**src/rtl/bob_alloc_arb.sv**
```systemverilog
// bob_alloc_arb: shares the single BOB allocation port between two thread front-ends.
// Latency: grant/ack are combinational (0 cycles); occupancy, rr and flush state update next cycle.
// Backpressure: a grant is accepted only with ~stall & ~doStall; requesters hold req until ack.
//
// Optional feature macro: BOB_ARB_STARVE_EN (per-thread wait counters force tie priority
// for a thread that has waited STARVE_MAX cycles; the STARVE_MAX parameter exists only then).
//
// Ports:
//   clk, rst              clock, synchronous active-high reset
//   req0/req1             per-thread allocation requests (held until acked)
//   ack0/ack1, ack_addr   accepted allocation and its BOB entry index (0 when nothing accepted)
//   new_en/new_thread     allocation request towards bob_addr
//   alloc_addr            entry index offered by bob_addr
//   stall, doStall        global stall / BOB full; either one blocks acceptance
//   doRetire/retire_thread one entry retires from the given thread
//   except/except_thread/except_both  flush one or both threads
//   cnt0/cnt1             per-thread occupancy
//   flushing              high while allocation is blocked after an exception
module bob_alloc_arb #(
    parameter int THR_LIMIT  = 32,
    parameter int FLUSH_CYC  = 3
`ifdef BOB_ARB_STARVE_EN
    ,
    parameter int STARVE_MAX = 8
`endif
) (
    input  logic       clk,
    input  logic       rst,
    input  logic       req0,
    input  logic       req1,
    output logic       ack0,
    output logic       ack1,
    output logic [5:0] ack_addr,
    output logic       new_en,
    output logic       new_thread,
    input  logic [5:0] alloc_addr,
    input  logic       stall,
    input  logic       doStall,
    input  logic       doRetire,
    input  logic       retire_thread,
    input  logic       except,
    input  logic       except_thread,
    input  logic       except_both,
    output logic [5:0] cnt0,
    output logic [5:0] cnt1,
    output logic       flushing
);

    localparam logic [5:0] LIMIT      = 6'(THR_LIMIT);
    localparam logic [2:0] FLUSH_LOAD = 3'(FLUSH_CYC - 1);

    typedef enum logic {
        RUN   = 1'b0,
        FLUSH = 1'b1
    } state_t;

    state_t     state;
    logic [2:0] flush_cnt;
    logic       rr;          // thread accepted last; the other thread wins the next tie
    logic       elig0;
    logic       elig1;
    logic       tie_thread;
    logic       acc;
    logic       ret0;
    logic       ret1;
    logic       clr0;
    logic       clr1;

    function automatic logic [5:0] step_cnt(input logic [5:0] c, input logic inc,
                                            input logic dec);
        logic [5:0] n;
        n = c;
        if (inc && !dec) begin
            n = c + 6'd1;
        end else if (dec && !inc && c != 6'd0) begin
            n = c - 6'd1;
        end
        return n;
    endfunction

`ifdef BOB_ARB_STARVE_EN
    logic [3:0] wait0;
    logic [3:0] wait1;
    logic       starved0;
    logic       starved1;

    assign starved0 = (wait0 >= 4'(STARVE_MAX));
    assign starved1 = (wait1 >= 4'(STARVE_MAX));
    // A starved thread beats rr; thread 0 wins when both are starved.
    assign tie_thread = starved0 ? 1'b0 : (starved1 ? 1'b1 : ~rr);

    // Waits count only cycles where the thread was eligible but lost; they saturate at 15.
    always_ff @(posedge clk) begin
        if (rst) begin
            wait0 <= '0;
            wait1 <= '0;
        end else begin
            if (ack0 || except) begin
                wait0 <= '0;
            end else if (elig0 && wait0 != 4'hF) begin
                wait0 <= wait0 + 4'd1;
            end
            if (ack1 || except) begin
                wait1 <= '0;
            end else if (elig1 && wait1 != 4'hF) begin
                wait1 <= wait1 + 4'd1;
            end
        end
    end
`else
    assign tie_thread = ~rr;
`endif

    // Grant path. The except term keeps any allocation from racing the flush.
    always_comb begin
        elig0      = ~rst & req0 & (cnt0 < LIMIT) & (state == RUN) & ~except;
        elig1      = ~rst & req1 & (cnt1 < LIMIT) & (state == RUN) & ~except;
        new_en     = elig0 | elig1;
        new_thread = (elig0 & elig1) ? tie_thread : elig1;
    end

    assign acc      = new_en & ~stall & ~doStall;
    assign ack0     = acc & ~new_thread;
    assign ack1     = acc & new_thread;
    assign ack_addr = acc ? alloc_addr : 6'd0;
    assign flushing = (state == FLUSH);

    assign ret0 = doRetire & ~retire_thread;
    assign ret1 = doRetire & retire_thread;
    assign clr0 = except & (except_both | ~except_thread);
    assign clr1 = except & (except_both | except_thread);

    // Flush window: FLUSH_CYC cycles of FLUSH after the last except.
    always_ff @(posedge clk) begin
        if (rst) begin
            state     <= RUN;
            flush_cnt <= '0;
        end else if (except) begin
            state     <= FLUSH;
            flush_cnt <= FLUSH_LOAD;
        end else if (state == FLUSH) begin
            if (flush_cnt == 3'd0) begin
                state <= RUN;
            end else begin
                flush_cnt <= flush_cnt - 3'd1;
            end
        end
    end

    // Occupancy; a flush of a thread overrides that thread's same-cycle alloc/retire.
    always_ff @(posedge clk) begin
        if (rst) begin
            cnt0 <= '0;
            cnt1 <= '0;
        end else begin
            cnt0 <= clr0 ? 6'd0 : step_cnt(cnt0, ack0, ret0);
            cnt1 <= clr1 ? 6'd0 : step_cnt(cnt1, ack1, ret1);
        end
    end

    always_ff @(posedge clk) begin
        if (rst) begin
            rr <= 1'b1;
        end else if (acc) begin
            rr <= new_thread;
        end
    end

`ifndef SYNTHESIS
    always_ff @(posedge clk) begin
        if (!rst && ret0 && !ack0 && cnt0 == 6'd0) begin
            $error("bob_alloc_arb: retire of thread 0 with zero occupancy");
        end
        if (!rst && ret1 && !ack1 && cnt1 == 6'd0) begin
            $error("bob_alloc_arb: retire of thread 1 with zero occupancy");
        end
    end
`endif

endmodule
```
**config.mk**
```make
export PLATFORM = sky130hd
export DESIGN_NAME = bob_alloc_arb
export DESIGN_NICKNAME = d
export VERILOG_FILES = /design/src/rtl/bob_alloc_arb.sv
export SDC_FILE = /design/constraint.sdc
export NUM_CORES = 1
export LEC_CHECK = 0
export ABC_AREA = 1
export CORE_MARGIN = 2
export CORE_UTILIZATION = 30
export DETAILED_ROUTE_END_ITERATION = 10
export GPL_ROUTABILITY_DRIVEN = 1
export SLEW_MARGIN = 20
export SYNTH_ARGS = -nofsm -noshare
export SYNTH_HDL_FRONTEND = slang
export SYNTH_SLANG_ARGS = --single-unit
```
**constraint.sdc**
```tcl
create_clock -name clk -period 7.24 [get_ports clk]
set_clock_uncertainty 0.05 [all_clocks]
set_input_delay 2.172 -clock clk [delete_from_list [all_inputs] [get_ports clk]]
set_output_delay 2.172 -clock clk [all_outputs]
set_load 0.01 [all_outputs]
```
---- Yosys cells after proc, flatten, opt, wreduce, memory -nomap -nowiden ----
Index checks and enable logic that the tools add are counted.
operators by class
  $add $sub $neg .......................... 5
  mux-type cells .......................... 12
  bitwise logic cells ..................... 30
  $lt $le $gt $ge ......................... 2
  reductions and logical operators ........ 21
  equality and inequality tests ........... 1
operators with widths
  cell                                                                 number
  6-bit two-way mux                                                    5
  1-bit bitwise AND                                                    17
  6-bit by 1-bit adder with 6-bit output (second input constant)       2
  6-bit less-than comparator (second input constant)                   2
  6-bit nonzero test                                                   2
  6-bit by 1-bit subtractor with 6-bit output (second input constant)  2
  1-bit NOT                                                            10
  1-bit logical AND                                                    6
  2-bit two-way mux                                                    3
  2-bit nonzero test                                                   3
  2-bit OR reduction                                                   3
  1-bit logical NOT                                                    4
  1-bit two-way mux                                                    4
  2-bit AND reduction                                                  2
  3-bit logical NOT                                                    1
  1-bit bitwise OR                                                     3
  3-bit by 1-bit subtractor with 3-bit output (second input constant)  1
  2-bit inequality test (second input constant)                        1
storage, ports and cells
  logic and storage cells ................. 77
  register bits ........................... 17
  input port bits ......................... 17
  output and inout port bits .............. 23

---- Logic depth before layout (Yosys ltp) ----
  depth after elaboration ................. 14
  depth in mapped cells ................... 18
  gate-level depth less buffers ........... 18

---- Worst setup path after synthesis ----
OpenSTA, ideal clock, no wires.
  kind .................................... input-to-output
  start ................................... input rst
  end ..................................... output ack1
  buffers on the path ..................... 0
  arrival time ............................ 2760 ps
  setup slack ............................. 2258 ps
  required time ........................... 5018 ps
  cell stages on the path ................. 5
  cells stage by stage .................... inv_2 -> nand2_4 -> nor2_8 -> nand3_4 -> nor2_1
between the ends
  cells in the longest elaborated chain, start to end .. 9
  elaborated cells between the ends (all ways) .. 15
  classes of those cells .................. mux (1); bitwise (14)
ends and longest elaborated chain
  what                                                      line      RTL
  start, declared                                           28        input logic rst,
  1-bit NOT (*)                                             116, 117
  1-bit bitwise AND, on equally long branches (4 in a row)  116, 117
  1-bit bitwise OR                                          118       new_en = elig0 | elig1;
  1-bit bitwise AND (2 in a row)                            122       assign acc = new_en & ~stall & ~doStall;
  1-bit bitwise AND (*)                                     124       assign ack1 = acc & new_thread;
  end, declared                                             32        output logic ack1,
Every way passes the cells marked *; elsewhere a longest branch is shown, timed or not.

---- Final worst setup path ----
Same ends and word-level chain as after synthesis.

==> qor.yml <==
critical_path:
  path_max_fanout: 10
  critPathKind: "in -> out"
  cpMostUsedCell: "clkdlybuf4s50_1"
  arrival_ns: 3.85
  required_ns: 5.02
  cp-start-kind: "input port"
  critPathBufInv: 3
  slowest_delay_ns: 0.56
  path_delay_family: "buffers and inverters"
  rr_worst_depth: 13
  cp_num_cells: 7
  cp_slowest_cell: "clkdlybuf4s50_1"
  timing.critical_path.cells: "clkdlybuf4s50_1 > inv_2 > nand2_4 > nor2_8 > nand3_4 > nor2_1 > clkdlybuf4s50_1"
  setup.worst_path.end_class: "primary output"
layout:
  fin_nets: 260
  fillCellCount: 447
  antenna_cells: 0
  seqCellArea_um2: 340.3
  layout.core_utilization: 0.4219
  syn_to_final_growth_pct: 37.48
  drive_gt1_frac: 0.1000
  multi_input_comb_area_um2: 830.8
placement:
  dpl.hpwl_mm: 2.478
  pre_cts_ws_ns: 1.178
  place_congestion: 0.7940
  io_buffers: 39
logic_synthesis:
  synthFlopType: "dfxtp_1"
  synth.avg_cell_area_um2: 6.961
  yosys_register_bits: 17
  ys_seq_area_frac: 0.2600
  async_flop_share: 0
  synth_edf_count: 0
  syn_area_um2: 1309
  ys_types: 31
  synthCells: 188
  synthTopCellsByArea: "dfxtp_1 (26%), ha_1 (9.6%), inv_1 (8.3%)"
  syn_nets: 217
  yosys.area.top_type: "dfxtp_1"
  yosysWarnings: 0
  synth_top_area_frac: 0.2600
pwr:
  internal_power_w: 0.0001812
  vdd_drop_max_v: 0.00006205
  power_frac_clock: 0.275
  p_leak_nw: 0.8280
  cellPowerDensity_nw_per_um2: 151.3
  p_seq_frac: 0.393
  switching_share: 0.3342
  switching_power_w: 0.00009096
  p_comb_frac: 0.333
detailed_routing:
  first_pass_iters: 4
  vias: 1269
  wl_mm: 3.029
  wl_per_cell_um: 10.74
  vias_per_cell: 4.500
  post-route-drc-count: 0
  drt.antenna.violating_nets: 0
  drtIter0Drc: 27
timing:
  maxSlewViolCount: 0
  fin_setup_tns_ns: 0
  fmax_mhz: 164.6
  finalCritPeriodShare: 0.8391
  finalSetupViolCount: 0
  period_needed_ns: 6.075
  hold_violations: 0
  rsz0062_at_grt: "false"
  layout_setup_ws_ns: 1.165
  tightest_slew_ns: 0.7294
  max_slew_margin: 0.5095
  hold_slack_ns: 0.4343
floorplanning:
  start_util: 0.3069
  boundaryPins: 40
  die_y_um: 70.05
  dieWidth_um: 70.05
  placementRows: 24
  core_area_um2: 4264
  dieArea_um2: 4907
clock_tree:
  hold_buffers: 0
  cts_resized: 0
  clock_sinks: 17
  cts_root_buf: "clkbuf_8"
  postCtsSetupRepairBufs: 0
  htreeDepth: 1
  tritoncts: "yes"
  clock_path_buffers: 2
  insertion_delay_ns: 0.26
  clk_pin_slew_ns: 0.08
  cts_made_buffers: 3
global_route:
  grt_pass1_vias: 1169
  grt_max_degree: 12
  grt_pass1_wl_mm: 5.175
  gr-total-overflow: 0
  globalRouteTotalUtil: 0.1289
  antenna_found_initial: 0
hold_path:
  hold_class: "reg -> reg"
  holdPathStages: 2
status:
  outcome: "complete, no violations"
run:
  maxCapViolations: 0
metrics by stage:
stage | area, um^2 | instances | power [W]
floorplan | 1309 | 188 | 0.0001675
global placement | 1753 | 278 | 0.0002002
detailed placement | 1753 | 278 | 0.0002002
CTS | 1799 | 282 | 0.0002769
global route | 1799 | 282 | 0.0002916
finish | 1799 | 282 | 0.0002722
sequential cells by signal (all words and copies together) (netlist names):
signal     count
rr             1
cnt0           6
cnt1           6
flush_cnt      3
flushing       1
tightest hold or removal path: stages (launching register included):
cell,delay [ns]
dfxtp_1,0.31
inv_1,0.07
a21oi_1,0.06
path summary, 6_finish.rpt:
check / from / to / slack, ns
setup / recovery: rst / ack1 / 1.17
hold / removal: flush_cnt[2] / flush_cnt[2] / 0.43
setup reg to reg: cnt1[5] / cnt0[5] / 4.85
hold reg to reg: flush_cnt[2] / flush_cnt[2] / 0.43
metal layers:
layer / global-route usage / vias to the layer above / routed length, um
li1: - / 684 / -
met1: 0.1599 / 563 / 1403
met2: 0.2212 / 18 / 1487
met3: 0.02886 / 4 / 105
met4: 0.04060 / 0 / 32
met5: 0 / - / 0
cell usage after synthesis, drive strengths merged (3+ instances only):
| library cell | number |
|---|---|
| or2 | 3 |
| nand3 | 14 |
| nand4 | 3 |
| nor2 | 32 |
| nand2 | 34 |
| dfxtp | 17 |
| o21ai | 13 |
| xor2 | 5 |
| inv | 33 |
| a21oi | 13 |
| ha | 10 |
cell usage in the layout (no fill, tap or decap):
cell type,instances
o31ai_1,2
nor2_8,1
nand2_1,29
o21ai_1,4
nor3_1,2
dfxtp_1,17
clkdlybuf4s50_1,39
o21ai_0,8
nand4_1,2
a31oi_1,1
clkinv_2,1
inv_2,3
clkbuf_8,3
fa_1,2
or2_2,2
nand2_4,1
a21oi_1,13
nand4_2,1
nand2_2,4
nor2_1,28
nand3b_1,1
inv_1,29
nor2_4,1
xor2_1,5
xnor2_1,1
nand3_1,12
or2_1,1
nor2_2,2
o21ai_2,1
nand3_4,2
a21boi_1,1
ha_1,10
inv_4,1
power by group through the flow:
| stage | sequential, W | clock (W) | combinational [W] |
|---|---|---|---|
| floorplan | 0.000110 | 0 | 0.0000573 |
| CTS | 0.000107 | 0.0000783 | 0.0000917 |
| finish | 0.000107 | 0.0000747 | 0.0000906 |
| detailed placement | 0.000109 | 0 | 0.0000911 |
| global placement | 0.000109 | 0 | 0.0000910 |
| global route | 0.000108 | 0.0000815 | 0.000102 |
final cells by class:
class | count | share of cell area
Multi-Input combinational cell | 137 | 0.4618
Timing Repair Buffer | 39 | 0.2170
Sequential cell | 17 | 0.1892
Inverter | 33 | 0.07024
Tap cell | 52 | 0.03616
Clock buffer | 3 | 0.02295
Clock inverter | 1 | 0.002782
cell families (layout without fill, tap and decap cells):
kind of cell             count (synthesis)  count (layout)  share of synthesized area
AND/OR/NAND/NOR                         89              89                     0.3442
XOR/XNOR                                 6               6                    0.04015
flip-flops                              17              17                     0.2600
adder cells (fa/ha/maj)                 12              12                     0.1262
buffers and inverters                   34              76                     0.1052
AO/OA/AOI/OAI                           30              30                     0.1243
Note: power is estimated with default switching activity, not from simulation.
